[config.mk]
export PLATFORM = sky130hd
export DESIGN_NAME = sample_bank_loader_flat
export DESIGN_NICKNAME = d
export VERILOG_FILES = /design/src/rtl/sample_bank_loader_if.sv /design/src/rtl/sample_bank_loader.sv /design/src/flat_wrapper.sv
export SDC_FILE = /design/constraint.sdc
export NUM_CORES = 1
export LEC_CHECK = 0
export CELL_PAD_IN_SITES_DETAIL_PLACEMENT = 1
export CELL_PAD_IN_SITES_GLOBAL_PLACEMENT = 1
export CORE_MARGIN = 5
export CORE_UTILIZATION = 38
export CTS_CLUSTER_DIAMETER = 50
export DETAILED_ROUTE_END_ITERATION = 10
export GPL_TIMING_DRIVEN = 1
export PLACE_DENSITY_LB_ADDON = 0.15
export SYNTH_ARGS = -nofsm -noshare
export SYNTH_HDL_FRONTEND = slang
export SYNTH_SLANG_ARGS = --single-unit
[constraint.sdc]
create_clock -name clk_i -period 3.9 [get_ports clk_i]
set_clock_uncertainty 0.05 [all_clocks]
set_input_delay 0.975 -clock clk_i [delete_from_list [all_inputs] [get_ports clk_i]]
set_output_delay 0.975 -clock clk_i [all_outputs]
set_load 0.02 [all_outputs]
[src/rtl/sample_bank_loader_if.sv]
// Sample-stream (valid/ready) and bank I SRAM write bus shared by the loader and its environment.
interface sample_bank_loader_if #(
  parameter int DATA_W = 16,
  parameter int ADDR_W = 10
);
  logic              s_valid;
  logic [DATA_W-1:0] s_data;
  logic              s_ready;
  logic [ADDR_W-1:0] sram_write_addr;
  logic [DATA_W-1:0] sram_write_data;
  logic              sram_write_en;

  modport master (
    output s_valid, s_data,
    input  s_ready, sram_write_addr, sram_write_data, sram_write_en
  );

  modport slave (
    input  s_valid, s_data,
    output s_ready, sram_write_addr, sram_write_data, sram_write_en
  );
endinterface

[src/rtl/sample_bank_loader.sv]
// Ping-pong loader for bank I: fills one half-bank while the DSP drains the other, flags each frame.
// Optional OVERRUN_DROP_EN: while blocked, accept and discard samples and raise a sticky overrun flag.
module sample_bank_loader #(
  parameter int DATA_W = 16,
  parameter int ADDR_W = 10
) (
  input  logic                clk_i,
  input  logic                rst_ni,
  input  logic                enable_i,
  input  logic [ADDR_W-1:0]   frame_len_i,
  input  logic                frame_ack_i,
  output logic                frame_done_o,
  output logic [ADDR_W-1:0]   frame_base_o,
  output logic [1:0]          full_cnt_o,
  output logic                overrun_o,
  sample_bank_loader_if.slave bus
);
  localparam logic [ADDR_W-1:0] HALF_C = ADDR_W'(1) << (ADDR_W-1);
  localparam logic [ADDR_W-2:0] ONE_C  = (ADDR_W-1)'(1);

  typedef enum logic [1:0] {IDLE, FILL, BLOCKED} state_t;

  state_t              state_q, state_d;
  logic [ADDR_W-2:0]   len_m1_q, len_m1_d;
  logic [ADDR_W-2:0]   count_q, count_d;
  logic                wr_half_q, wr_half_d;
  logic                rd_half_q, rd_half_d;
  logic [1:0]          full_q, full_d;
  logic [1:0]          full_cnt_q;
  logic                wr_en_q;
  logic [ADDR_W-1:0]   wr_addr_q;
  logic [DATA_W-1:0]   wr_data_q;
  logic                done_q;
  logic [ADDR_W-1:0]   base_q;
  logic                ready;
  logic                wr_xfer;
  logic                last;
  logic                ack_ok;

`ifdef OVERRUN_DROP_EN
  logic overrun_q;
  logic drop;
  assign ready = (state_q == FILL) || (state_q == BLOCKED);
  assign drop  = bus.s_valid && (state_q == BLOCKED);
`else
  assign ready = (state_q == FILL);
`endif

  assign wr_xfer = bus.s_valid && ready && (state_q == FILL);
  assign last    = wr_xfer && (count_q == len_m1_q);
  assign ack_ok  = frame_ack_i && (full_q != 2'b00);

  always_comb begin
    state_d   = state_q;
    len_m1_d  = len_m1_q;
    count_d   = count_q;
    wr_half_d = wr_half_q;
    rd_half_d = rd_half_q;
    full_d    = full_q;

    // Ack is applied before completion so a freshly freed half can be written straight away.
    if (ack_ok) begin
      full_d[rd_half_q] = 1'b0;
      rd_half_d         = ~rd_half_q;
    end
    if (wr_xfer) count_d = count_q + ONE_C;
    if (last) begin
      count_d           = '0;
      full_d[wr_half_q] = 1'b1;
      wr_half_d         = ~wr_half_q;
    end

    unique case (state_q)
      IDLE: begin
        count_d = '0;
        if (enable_i) begin
          if (frame_len_i == '0 || frame_len_i > HALF_C) len_m1_d = '1;
          else                                          len_m1_d = frame_len_i[ADDR_W-2:0] - ONE_C;
          state_d = full_d[wr_half_q] ? BLOCKED : FILL;
        end
      end
      FILL: begin
        if (!enable_i) begin
          state_d = IDLE;
          count_d = '0;
        end else if (last && full_d[wr_half_d]) begin
          state_d = BLOCKED;
        end
      end
      BLOCKED: begin
        if (!enable_i) begin
          state_d = IDLE;
          count_d = '0;
        end else if (!full_d[wr_half_q]) begin
          state_d = FILL;
        end
      end
      default: state_d = IDLE;
    endcase
  end

  always_ff @(posedge clk_i or negedge rst_ni) begin
    if (!rst_ni) begin
      state_q    <= IDLE;
      len_m1_q   <= '0;
      count_q    <= '0;
      wr_half_q  <= 1'b0;
      rd_half_q  <= 1'b0;
      full_q     <= 2'b00;
      full_cnt_q <= 2'd0;
      wr_en_q    <= 1'b0;
      wr_addr_q  <= '0;
      wr_data_q  <= '0;
      done_q     <= 1'b0;
      base_q     <= '0;
    end else begin
      state_q    <= state_d;
      len_m1_q   <= len_m1_d;
      count_q    <= count_d;
      wr_half_q  <= wr_half_d;
      rd_half_q  <= rd_half_d;
      full_q     <= full_d;
      full_cnt_q <= {1'b0, full_d[0]} + {1'b0, full_d[1]};
      wr_en_q    <= wr_xfer;
      done_q     <= last;
      if (wr_xfer) begin
        wr_addr_q <= {wr_half_q, count_q};
        wr_data_q <= bus.s_data;
      end
      if (last) base_q <= {wr_half_q, {(ADDR_W-1){1'b0}}};
    end
  end

`ifdef OVERRUN_DROP_EN
  always_ff @(posedge clk_i or negedge rst_ni) begin
    if (!rst_ni)   overrun_q <= 1'b0;
    else if (drop) overrun_q <= 1'b1;
  end
  assign overrun_o = overrun_q;
`else
  assign overrun_o = 1'b0;
`endif

  assign bus.s_ready         = ready;
  assign bus.sram_write_en   = wr_en_q;
  assign bus.sram_write_addr = wr_addr_q;
  assign bus.sram_write_data = wr_data_q;
  assign frame_done_o        = done_q;
  assign frame_base_o        = base_q;
  assign full_cnt_o          = full_cnt_q;
endmodule

[src/flat_wrapper.sv]
// flat-port wrapper written by rule: the top's interface ports become plain ports
module sample_bank_loader_flat 
#(
  parameter int DATA_W = 16,
  parameter int ADDR_W = 10
)
  (clk_i, rst_ni, enable_i, frame_len_i, frame_ack_i, frame_done_o, frame_base_o, full_cnt_o, overrun_o, bus_s_valid, bus_s_data, bus_s_ready, bus_sram_write_addr, bus_sram_write_data, bus_sram_write_en);
  sample_bank_loader_if #(.DATA_W(DATA_W), .ADDR_W(ADDR_W)) bus_i ();
  input  logic clk_i;
  input  logic rst_ni;
  input  logic enable_i;
  input  logic [ADDR_W-1:0] frame_len_i;
  input  logic frame_ack_i;
  output logic frame_done_o;
  output logic [ADDR_W-1:0] frame_base_o;
  output logic [1:0] full_cnt_o;
  output logic overrun_o;
  input wire logic [$bits(bus_i.s_valid)-1:0] bus_s_valid;
  input wire logic [$bits(bus_i.s_data)-1:0] bus_s_data;
  output wire logic [$bits(bus_i.s_ready)-1:0] bus_s_ready;
  output wire logic [$bits(bus_i.sram_write_addr)-1:0] bus_sram_write_addr;
  output wire logic [$bits(bus_i.sram_write_data)-1:0] bus_sram_write_data;
  output wire logic [$bits(bus_i.sram_write_en)-1:0] bus_sram_write_en;
  assign bus_i.s_valid = bus_s_valid;
  assign bus_i.s_data = bus_s_data;
  assign bus_s_ready = bus_i.s_ready;
  assign bus_sram_write_addr = bus_i.sram_write_addr;
  assign bus_sram_write_data = bus_i.sram_write_data;
  assign bus_sram_write_en = bus_i.sram_write_en;
  sample_bank_loader #(.DATA_W(DATA_W), .ADDR_W(ADDR_W)) u_core (.clk_i(clk_i), .rst_ni(rst_ni), .enable_i(enable_i), .frame_len_i(frame_len_i), .frame_ack_i(frame_ack_i), .frame_done_o(frame_done_o), .frame_base_o(frame_base_o), .full_cnt_o(full_cnt_o), .overrun_o(overrun_o), .bus(bus_i));
endmodule
# Yosys cells after proc, flatten, opt, wreduce, memory -nomap -nowiden
# Cells that the tools add are included.
dict set report classes {
  n_addsub 3
  n_lt_le_gt_ge 6
  eq_ne 6
  n_mux 23
  bitwise_logic 5
  n_reduce_logical 14
}
# op n
set op_table {}
lappend op_table {{2-to-1 mux 9 bit} 4}
lappend op_table {{case mux 9 bit (2 select lines)} 1}
lappend op_table {{2-to-1 mux 2 bit} 8}
lappend op_table {{> comparator 10 bit (second input constant)} 1}
lappend op_table {{logical NOT 10 bit} 1}
lappend op_table {{adder 9 x 1 -> 9 bit (second input constant)} 1}
lappend op_table {{== test 9 bit} 1}
lappend op_table {{subtractor 9 x 1 -> 9 bit (second input constant)} 1}
lappend op_table {{logical AND 1 bit} 7}
lappend op_table {{2-to-1 mux 1 bit} 7}
lappend op_table {{< comparator 1 x 2 -> 1 bit (second input constant)} 3}
lappend op_table {{!= test 3 bit (second input constant)} 2}
lappend op_table {{case mux 2 bit (3 select lines)} 1}
lappend op_table {{AND reduction 3 bit} 1}
lappend op_table {{adder 1 x 1 -> 2 bit} 1}
lappend op_table {{bitwise AND 2 bit} 1}
lappend op_table {{demux 1 bit (select 1 bit)} 2}
lappend op_table {{== test 2 x 1 -> 1 bit (second input constant)} 1}
lappend op_table {{== test 2 bit (second input constant)} 1}
lappend op_table {{greater-or-equal comparator 1 bit (second input constant)} 2}
lappend op_table {{logical NOT 2 bit} 1}
lappend op_table {{!= test 2 bit (second input constant)} 1}
lappend op_table {{NOT 1 bit} 2}
lappend op_table {{NOT 2 bit} 1}
lappend op_table {{5 further kinds} 5}
dict set report totals {
  ff_bits 55
  input_bits 31
  out_inout_bits 42
  elab_cells 69
}

# Longest topological paths before layout
# Gate-level depths: netlist of the first run.
dict set report logic_depth {
  ltp_word 15
  mapped_depth 9
  ltp_nobuf 8
}

# Worst setup path before layout of the first run
# No wires, ideal clock.
dict set report synth_timing {
  kind {input to register}
  from {input bus_s_valid}
  to {register u_core.full_cnt_q[0], in the netlist u_core.full_cnt_o[0]}
  setup_time_ns 0.126
  arrival_time_ns 2.260
  required_time_ns 3.724
  setup_slack_ns 1.464
  cell_stages 7
  n_path_buf 1
  cell_sequence {nand2_1 > inv_1 > nand2_1 > or3_1 > clkbuf_1 > o21ai_0 > ha_1}
}
dict set report synth_via {
  elab_chain_len 5
}
# item line
set synth_lines {}
lappend synth_lines {{start: declaration} flat_wrapper.sv:18} ;# input wire logic [$bits(bus_i.s_valid)-1:0] bus_s_valid;
lappend synth_lines {{logical AND 1 bit (2 in a row)} sample_bank_loader.sv:49} ;# assign wr_xfer = bus.s_valid && ready && (state_q == FILL);
lappend synth_lines {{logical AND 1 bit} sample_bank_loader.sv:50} ;# assign last = wr_xfer && (count_q == len_m1_q);
lappend synth_lines {{2-to-1 mux 2 bit} sample_bank_loader.sv:67} ;# if (last) begin
lappend synth_lines {{named net u_core.full_d[0]} sample_bank_loader.sv:28} ;# logic [1:0] full_q, full_d;
lappend synth_lines {{adder 1 x 1 -> 2 bit} sample_bank_loader.sv:123} ;# full_cnt_q <= {1'b0, full_d[0]} + {1'b0, full_d[1]};
lappend synth_lines {{end signal: assignment} sample_bank_loader.sv:123}
lappend synth_lines {{end: declaration} sample_bank_loader.sv:29} ;# logic [1:0] full_cnt_q;
# The timed path passes the listed nets, and every way through them passes these cells.
# A chain may end at the register's enable or synchronous reset.

# Final worst setup path of the first run
dict set report layout_timing {
  from {register u_core.state_q[1]}
  to {output bus_s_ready}
}
dict set report layout_via {
  elab_chain_len 1
}
# item line
set layout_lines {}
lappend layout_lines {{start: declaration} sample_bank_loader.sv:23} ;# state_t state_q, state_d;
lappend layout_lines {{start signal: assignment} sample_bank_loader.sv:117} ;# state_q <= state_d;
lappend layout_lines {{== test 2 x 1 -> 1 bit} sample_bank_loader.sv:46} ;# assign ready = (state_q == FILL);
lappend layout_lines {{end: declaration} flat_wrapper.sv:20} ;# output wire logic [$bits(bus_i.s_ready)-1:0] bus_s_ready;
# No other way between the ends.

==> metrics, run 1 <==
status completed; DRC violations left 0; critical path type reg2out; CP endpoint kind output port; Post-Synthesis Cell Area 2610 um2; Non-Filler Instances around 420; Final Hold Viols 0; Distinct cells, synth 36; Max-slew headroom between 60% and 70%; Skew-Pair Late Insertion Delay around 310 ps; RSZ-0062 raised after global routing no; CP max FO 4; grt total ovfl 0; critical path required time between 2000 and 3000 ps; Max Cap Violations 0; die height 92.9 um; antenna-violating nets left 0; max-slew violation count 0; Final Util approximately 50%; DR vias slightly above 2k; commonest non-fill, non-tap cell in the layout nand2_1; per-cell routed wire length ~14 um; post-synthesis sequential area ratio between 50% and 60%; Buf+Inv Stages, Crit Path 2; final setup TNS 0 ps; commonest cells after routing, fill and taps aside 92 x nand2_1, 61 x clkdlybuf4s50_1, 55 x dfrtp_1; I/O Buffers between 60 and 70; starting density of the core ~39%; CP startpoint kind register; hpwl dp between 4000 and 5000 um; Worst Hold End u_core.bus.sram_write_addr[2]$_DFFE_PN0N_; Synthesis Warnings 0; hold path cells 2; Placed Cells roughly 420; Power Density 554 nW/um2; final wirelength around 6000 um; largest cells by area after synthesis dfrtp_1 53%, nand2_1 13%, xnor2_1 6.0%, ha_1 3.4%, nor2_1 3.2%; Num CTS Buffers 5; Final Power around 1.9 mW; setup violators final 0; highest clock rate between 300 and 400 MHz; Layout area overhead 28.8%; vias per inst ~4.8; CTS tree yes; worst hold start u_core.bus.sram_write_addr[2]$_DFFE_PN0N_; Tcrit/Tclk final ~70%; fin crit period 2650 ps; clock tree buffer depth 2; Pleak ~1.5 nW; crit path cell chain inv_1 > ha_1 > clkdlybuf4s50_1; R2R depth 5; Avg Cell Area, Syn 9.29 um2; fin nets between 300 and 400; vias in the first global route around 2.1k; cell area after placement approximately 3300 um2; synthesized flop and latch total 55; Worst-path clk slew ~100 ps; root buffer cell clkbuf_8; Mapped Cells 281; Synth top area share a little over half; largest area contributor in the netlist dfrtp_1; pin count of the biggest net entering global routing 33; Iter 0 DRT Violations just under 50; Crit Reg-Reg Endpoint u_core.full_cnt_o[0]$_DFF_PN0_; CTS hold repair buffers 0; Crit-path slowest cell clkdlybuf4s50_1; die area ~8600 um2; TritonRoute pass-1 iters 4; first-pass GRT wire length between 10000 and 15000 um; cell area after layout about 3400 um2; FF-to-FF setup slack between 1500 and 2000 ps; GPL Wtd Cong between 0.7 and 0.8; Crit path max-delay family buffers and inverters; htree depth 2; Clock Sink Count between 50 and 60; Worst Tran Pin Value ~550 ps; Setup Buffers After CTS 0; maximum vdd drop 176 uV; I/O pin count between 70 and 80; Diodes inserted 0; worst min path class reg2reg; chip width ~93 um; final-layout fill cell count 800; Resized Gates After CTS 0; max incr delay on CP a little over 600 ps; Core Box Area ~6800 um2; FF-to-FF Start u_core.count_q[3]$_DFF_PN0_; WP data arrival roughly 1600 ps; share of cells above drive strength 1 under 10%; row count 30; initial antenna violation count 0; GRT Total Usage between 10% and 20%
[cell families (layout without fill, tap and decap cells)]
kind of cell | Yosys count | in the layout | synth area share (%)
flops | 55 | 55 | 52.7
other cells | 1 | 10 | 0.144
fa+ha+maj | 7 | 7 | 3.35
mux | 4 | 4 | 1.68
compound gates | 23 | 23 | 4.98
simple gates | 137 | 137 | 22.7
buf+inv | 27 | 80 | 5.41
xor+xnor | 27 | 27 | 9.06
[routing by layer]
metal,track usage (%),vias to the layer above,share of wire [%]
met3,3.09,6,4.8
met5,0,-,0
met4,3.66,0,0.94
li1,-,1004,-
met1,19.7,969,48
met2,24.0,50,47
[worst min-delay path, cell delays in order (launching register included)]
cell	delay [ps]
dfrtp_1	350
nand2_1	50
nand2_1	50
[through the flow]
| step | hold slack, ps | worst slack, ps |
|---|---|---|
| after global placement | 406 | 971 |
| after detailed placement | 412 | 929 |
| after floorplan | 450 | 1460 |
| after CTS | 439 | 1220 |
| after global routing | 466 | 1080 |
| final | 433 | 1250 |
[flip-flops by register name (all words and copies together) (netlist names), 2 cells and up]
name	count
u_core.count_q	9
u_core.len_m1_q	9
u_core.full_cnt_o	2
u_core.state_q	2
u_core.bus.sram_write_addr	10
u_core.full_q	2
u_core.bus.sram_write_data	16
[cell usage after synthesis]
cell,number
nand2_1,92
dfrtp_1,55
nor2_1,22
xnor2_1,18
a21oi_1,12
buf_4,10
xor2_1,9
ha_1,7
inv_1,7
clkbuf_1,5
o21ai_0,5
nand4_1,4
buf_1,3
mux2_2,3
or3_1,3
and2_1,2
and3_1,2
buf_2,2
nand3_1,2
or3_4,2
a21o_1,1
a21oi_2,1
a22o_1,1
a31oi_1,1
and4_1,1
conb_1,1
mux2i_1,1
nand2b_1,1
nor3_1,1
nor3b_1,1
nor3b_2,1
nor4_1,1
nor4b_1,1
o211ai_1,1
o22ai_1,1
or4_1,1
[layout make-up]
cell class | instances | area (um2) | share of cell area, %
sequential | 55 | 1380 | 40.9
timing repair buffer | 65 | 638 | 19.0
inverter | 7 | 26.3 | 0.781
clock buffer | 7 | 86.3 | 2.57
multi-input combinational | 208 | 1130 | 33.5
tap | 80 | 100 | 2.98
clock inverter | 1 | 8.76 | 0.260
[worst max-delay path by stage]
stage | startpoint | endpoint | slack (ps) | cells after the start
3_5_place_dp | frame_len_i[0] | u_core.len_m1_q[1]$_DFFE_PN0P_ | 930 | 8
4_1_cts | u_core.state_q[1]$_DFFE_PN0P_ | bus_s_ready | 1220 | 3
2_1_floorplan | bus_s_valid | u_core.full_cnt_o[0]$_DFF_PN0_ | 1460 | 7
6_report | u_core.state_q[1]$_DFFE_PN0P_ | bus_s_ready | 1250 | 3
3_3_place_gp | frame_len_i[0] | u_core.len_m1_q[1]$_DFFE_PN0P_ | 970 | 8
5_1_grt | frame_len_i[0] | u_core.len_m1_q[2]$_DFFE_PN0P_ | 1080 | 8
[report_power, final]
part | internal, mW | switching (mW) | leakage (nW)
Clock | 0.146 | 0.184 | 0.0484
Combinational | 0.330 | 0.407 | 0.796
Sequential | 0.709 | 0.0892 | 0.704
Total | 1.18 | 0.680 | 1.55
(Power assumes the default switching activity.)
==> run 2: changes to the inputs <==
--- a/config.mk
+++ b/config.mk
@@ -8,7 +8,7 @@
 export CELL_PAD_IN_SITES_DETAIL_PLACEMENT = 1
 export CELL_PAD_IN_SITES_GLOBAL_PLACEMENT = 1
 export CORE_MARGIN = 5
-export CORE_UTILIZATION = 38
+export CORE_UTILIZATION = 35
 export CTS_CLUSTER_DIAMETER = 50
 export DETAILED_ROUTE_END_ITERATION = 10
 export GPL_TIMING_DRIVEN = 1
==> constraint.sdc (replaced) <==
create_clock -name clk_i -period 2.6 [get_ports clk_i]
set_clock_uncertainty 0.05 [all_clocks]
set_input_delay 0.65 -clock clk_i [delete_from_list [all_inputs] [get_ports clk_i]]
set_output_delay 0.65 -clock clk_i [all_outputs]
set_load 0.02 [all_outputs]
==> metrics, run 2 (synthesized netlist as in run 1, its figures left out) <==
DR vias 2051 (+1.1%); TritonRoute pass-1 iters 4 (unchanged); Placed Cells 440 (+6.0%); grt total ovfl 0 (unchanged); vias in the first global route 2058 (-2.6%); highest clock rate approximately 420 MHz; fin nets 386 (+1.6%); vias per inst 4.58 (-4.6%); crit path cell chain inv_1 > ha_1 > clkdlybuf4s50_1; DRC violations left 0 (unchanged); antenna-violating nets left 0 (unchanged); register area 1380 um2 (unchanged); initial antenna violation count 0 (unchanged); Iter 0 DRT Violations 44 (-10%); GPL Wtd Cong 0.764 (-1.9%); WP data arrival 1660 ps (+30 ps); worst hold slack 277 ps (-156 ps); Crit-path slowest cell clkdlybuf4s50_1; I/O Buffers 62 (unchanged); GRT Total Usage 13.9% (-0.73 points); share of cells above drive strength 1 7.16% (+1.9 points); Crit path max-delay family buffers and inverters; Clock Sink Count 55 (unchanged); Layout area overhead 33.0%; commonest cells after routing, fill and taps aside 92 x nand2_1, 61 x clkdlybuf4s50_1, 55 x dfrtp_1; worst min path class in2async; fin worst setup slack 244 ps (-1000 ps); RSZ-0062 raised after global routing no; Buf+Inv Stages, Crit Path 2 (unchanged); CP endpoint kind output port; Pleak 1.59 nW (+2.9%); Tcrit/Tclk final between 90 and 100%; Final Hold Viols 0 (unchanged); die height 96.4 um (+3.7%); per-cell routed wire length 13.6 um (-3.1%); htree depth 2 (unchanged); max-slew violation count 0 (unchanged); Resized Gates After CTS 0 (unchanged); chip width 96.4 um (+3.7%); max incr delay on CP 630 ps (about the same); setup violators final 0 (unchanged); final-layout fill cell count 864 (+8.0%); Max Cap Violations 0 (unchanged); multi-input combinational cell area 1130 um2 (unchanged); pin count of the biggest net entering global routing 33 (unchanged); Final Power 2.99 mW (+60%); die area 9290 um2 (+7.6%); starting density of the core 36.0% (-2.6 points); CP startpoint kind register; status completed; Non-Filler Instances 448 (+5.9%); Max-slew headroom 60.9% (-2.5 points); CTS tree yes; final wirelength 6110 um (+2.6%); Skew-Pair Late Insertion Delay 310 ps (about the same); Setup Buffers After CTS 0 (unchanged); hpwl dp 4690 um (+3.8%); Core Box Area 7250 um2 (+7.4%); CP max FO 4 (unchanged); maximum vdd drop 313 uV (+78%); first-pass GRT wire length 10100 um (-1.2%); Placement Setup Slack -46.6 ps (-975 ps); I/O pin count 73 (unchanged); Worst-path clk slew 100 ps (about the same); clock tree buffer depth 2 (unchanged); root buffer cell clkbuf_8; row count 31 (+3.3%); CTS hold repair buffers 0 (unchanged); Num CTS Buffers 5 (unchanged); fin crit period ~2400 ps; Largest register FFs 16 (unchanged); critical path type reg2out; Diodes inserted 0 (unchanged); Power Density 859 nW/um2 (+55%); commonest non-fill, non-tap cell in the layout nand2_1; critical path required time 1900 ps (-970 ps); Worst Tran Pin Value 586 ps (+37.1 ps)
-- run 2: cell count changes in the layout (fill, tap and decap cells not counted), sizes merged --
cell      before  now
buf            4   10
bufinv         0    2
clkbuf         7    5
clkinv         1    0
clkinvlp       0    1
-- run 2: metrics by stage --
step	area, um2	TNS, ps	utilization, %
after global placement	3340	0	46.0
final	3470	0	47.9
after global routing	3470	0	47.9
after CTS	3470	0	47.9
after detailed placement	3340	-177	46.0
after floorplan	2650	0	-
-- run 2: power by group --
part | switching (mW) | total [mW] | internal, mW
Combinational | 0.619 | 1.12 | 0.503
Clock | 0.285 | 0.669 | 0.384
Sequential | 0.131 | 1.19 | 1.06
-- run 2: worst paths after layout --
kind / cells past startpoint / startpoint / slack (ps) / end
max in group asynchronous: 2 / rst_ni / 1590 / u_core.len_m1_q[6]$_DFFE_PN0P_
worst min register to register: 2 / u_core.bus.sram_write_addr[0]$_DFFE_PN0N_ / 430 / u_core.bus.sram_write_addr[0]$_DFFE_PN0N_
worst max-delay path: 3 / u_core.state_q[1]$_DFFE_PN0P_ / 240 / bus_s_ready
min in group clk_i: 2 / u_core.bus.sram_write_addr[0]$_DFFE_PN0N_ / 430 / u_core.bus.sram_write_addr[0]$_DFFE_PN0N_
worst max register to register: 8 / u_core.state_q[1]$_DFFE_PN0P_ / 550 / u_core.full_cnt_o[0]$_DFF_PN0_
worst min-delay path: 1 / rst_ni / 280 / u_core.bus.sram_write_data[11]$_DFFE_PN0N_
-- run 2: cell type report --
type / count / share of cell area, %
repair buffers: 71 / 19.7
multi-input cells: 208 / 32.5
clock buffers: 5 / 1.98
flip-flops and latches: 55 / 39.6
inverters: 7 / 0.756
well taps: 99 / 3.57
clock inverters: 3 / 1.95
-- run 2: routing by layer --
layer	track usage (%)	wire length, um	share of wire [%]
met2	23.9	3010	49
met1	17.6	2650	43
met5	0	0	0
met3	3.10	386	6.3
met4	3.86	58	0.95
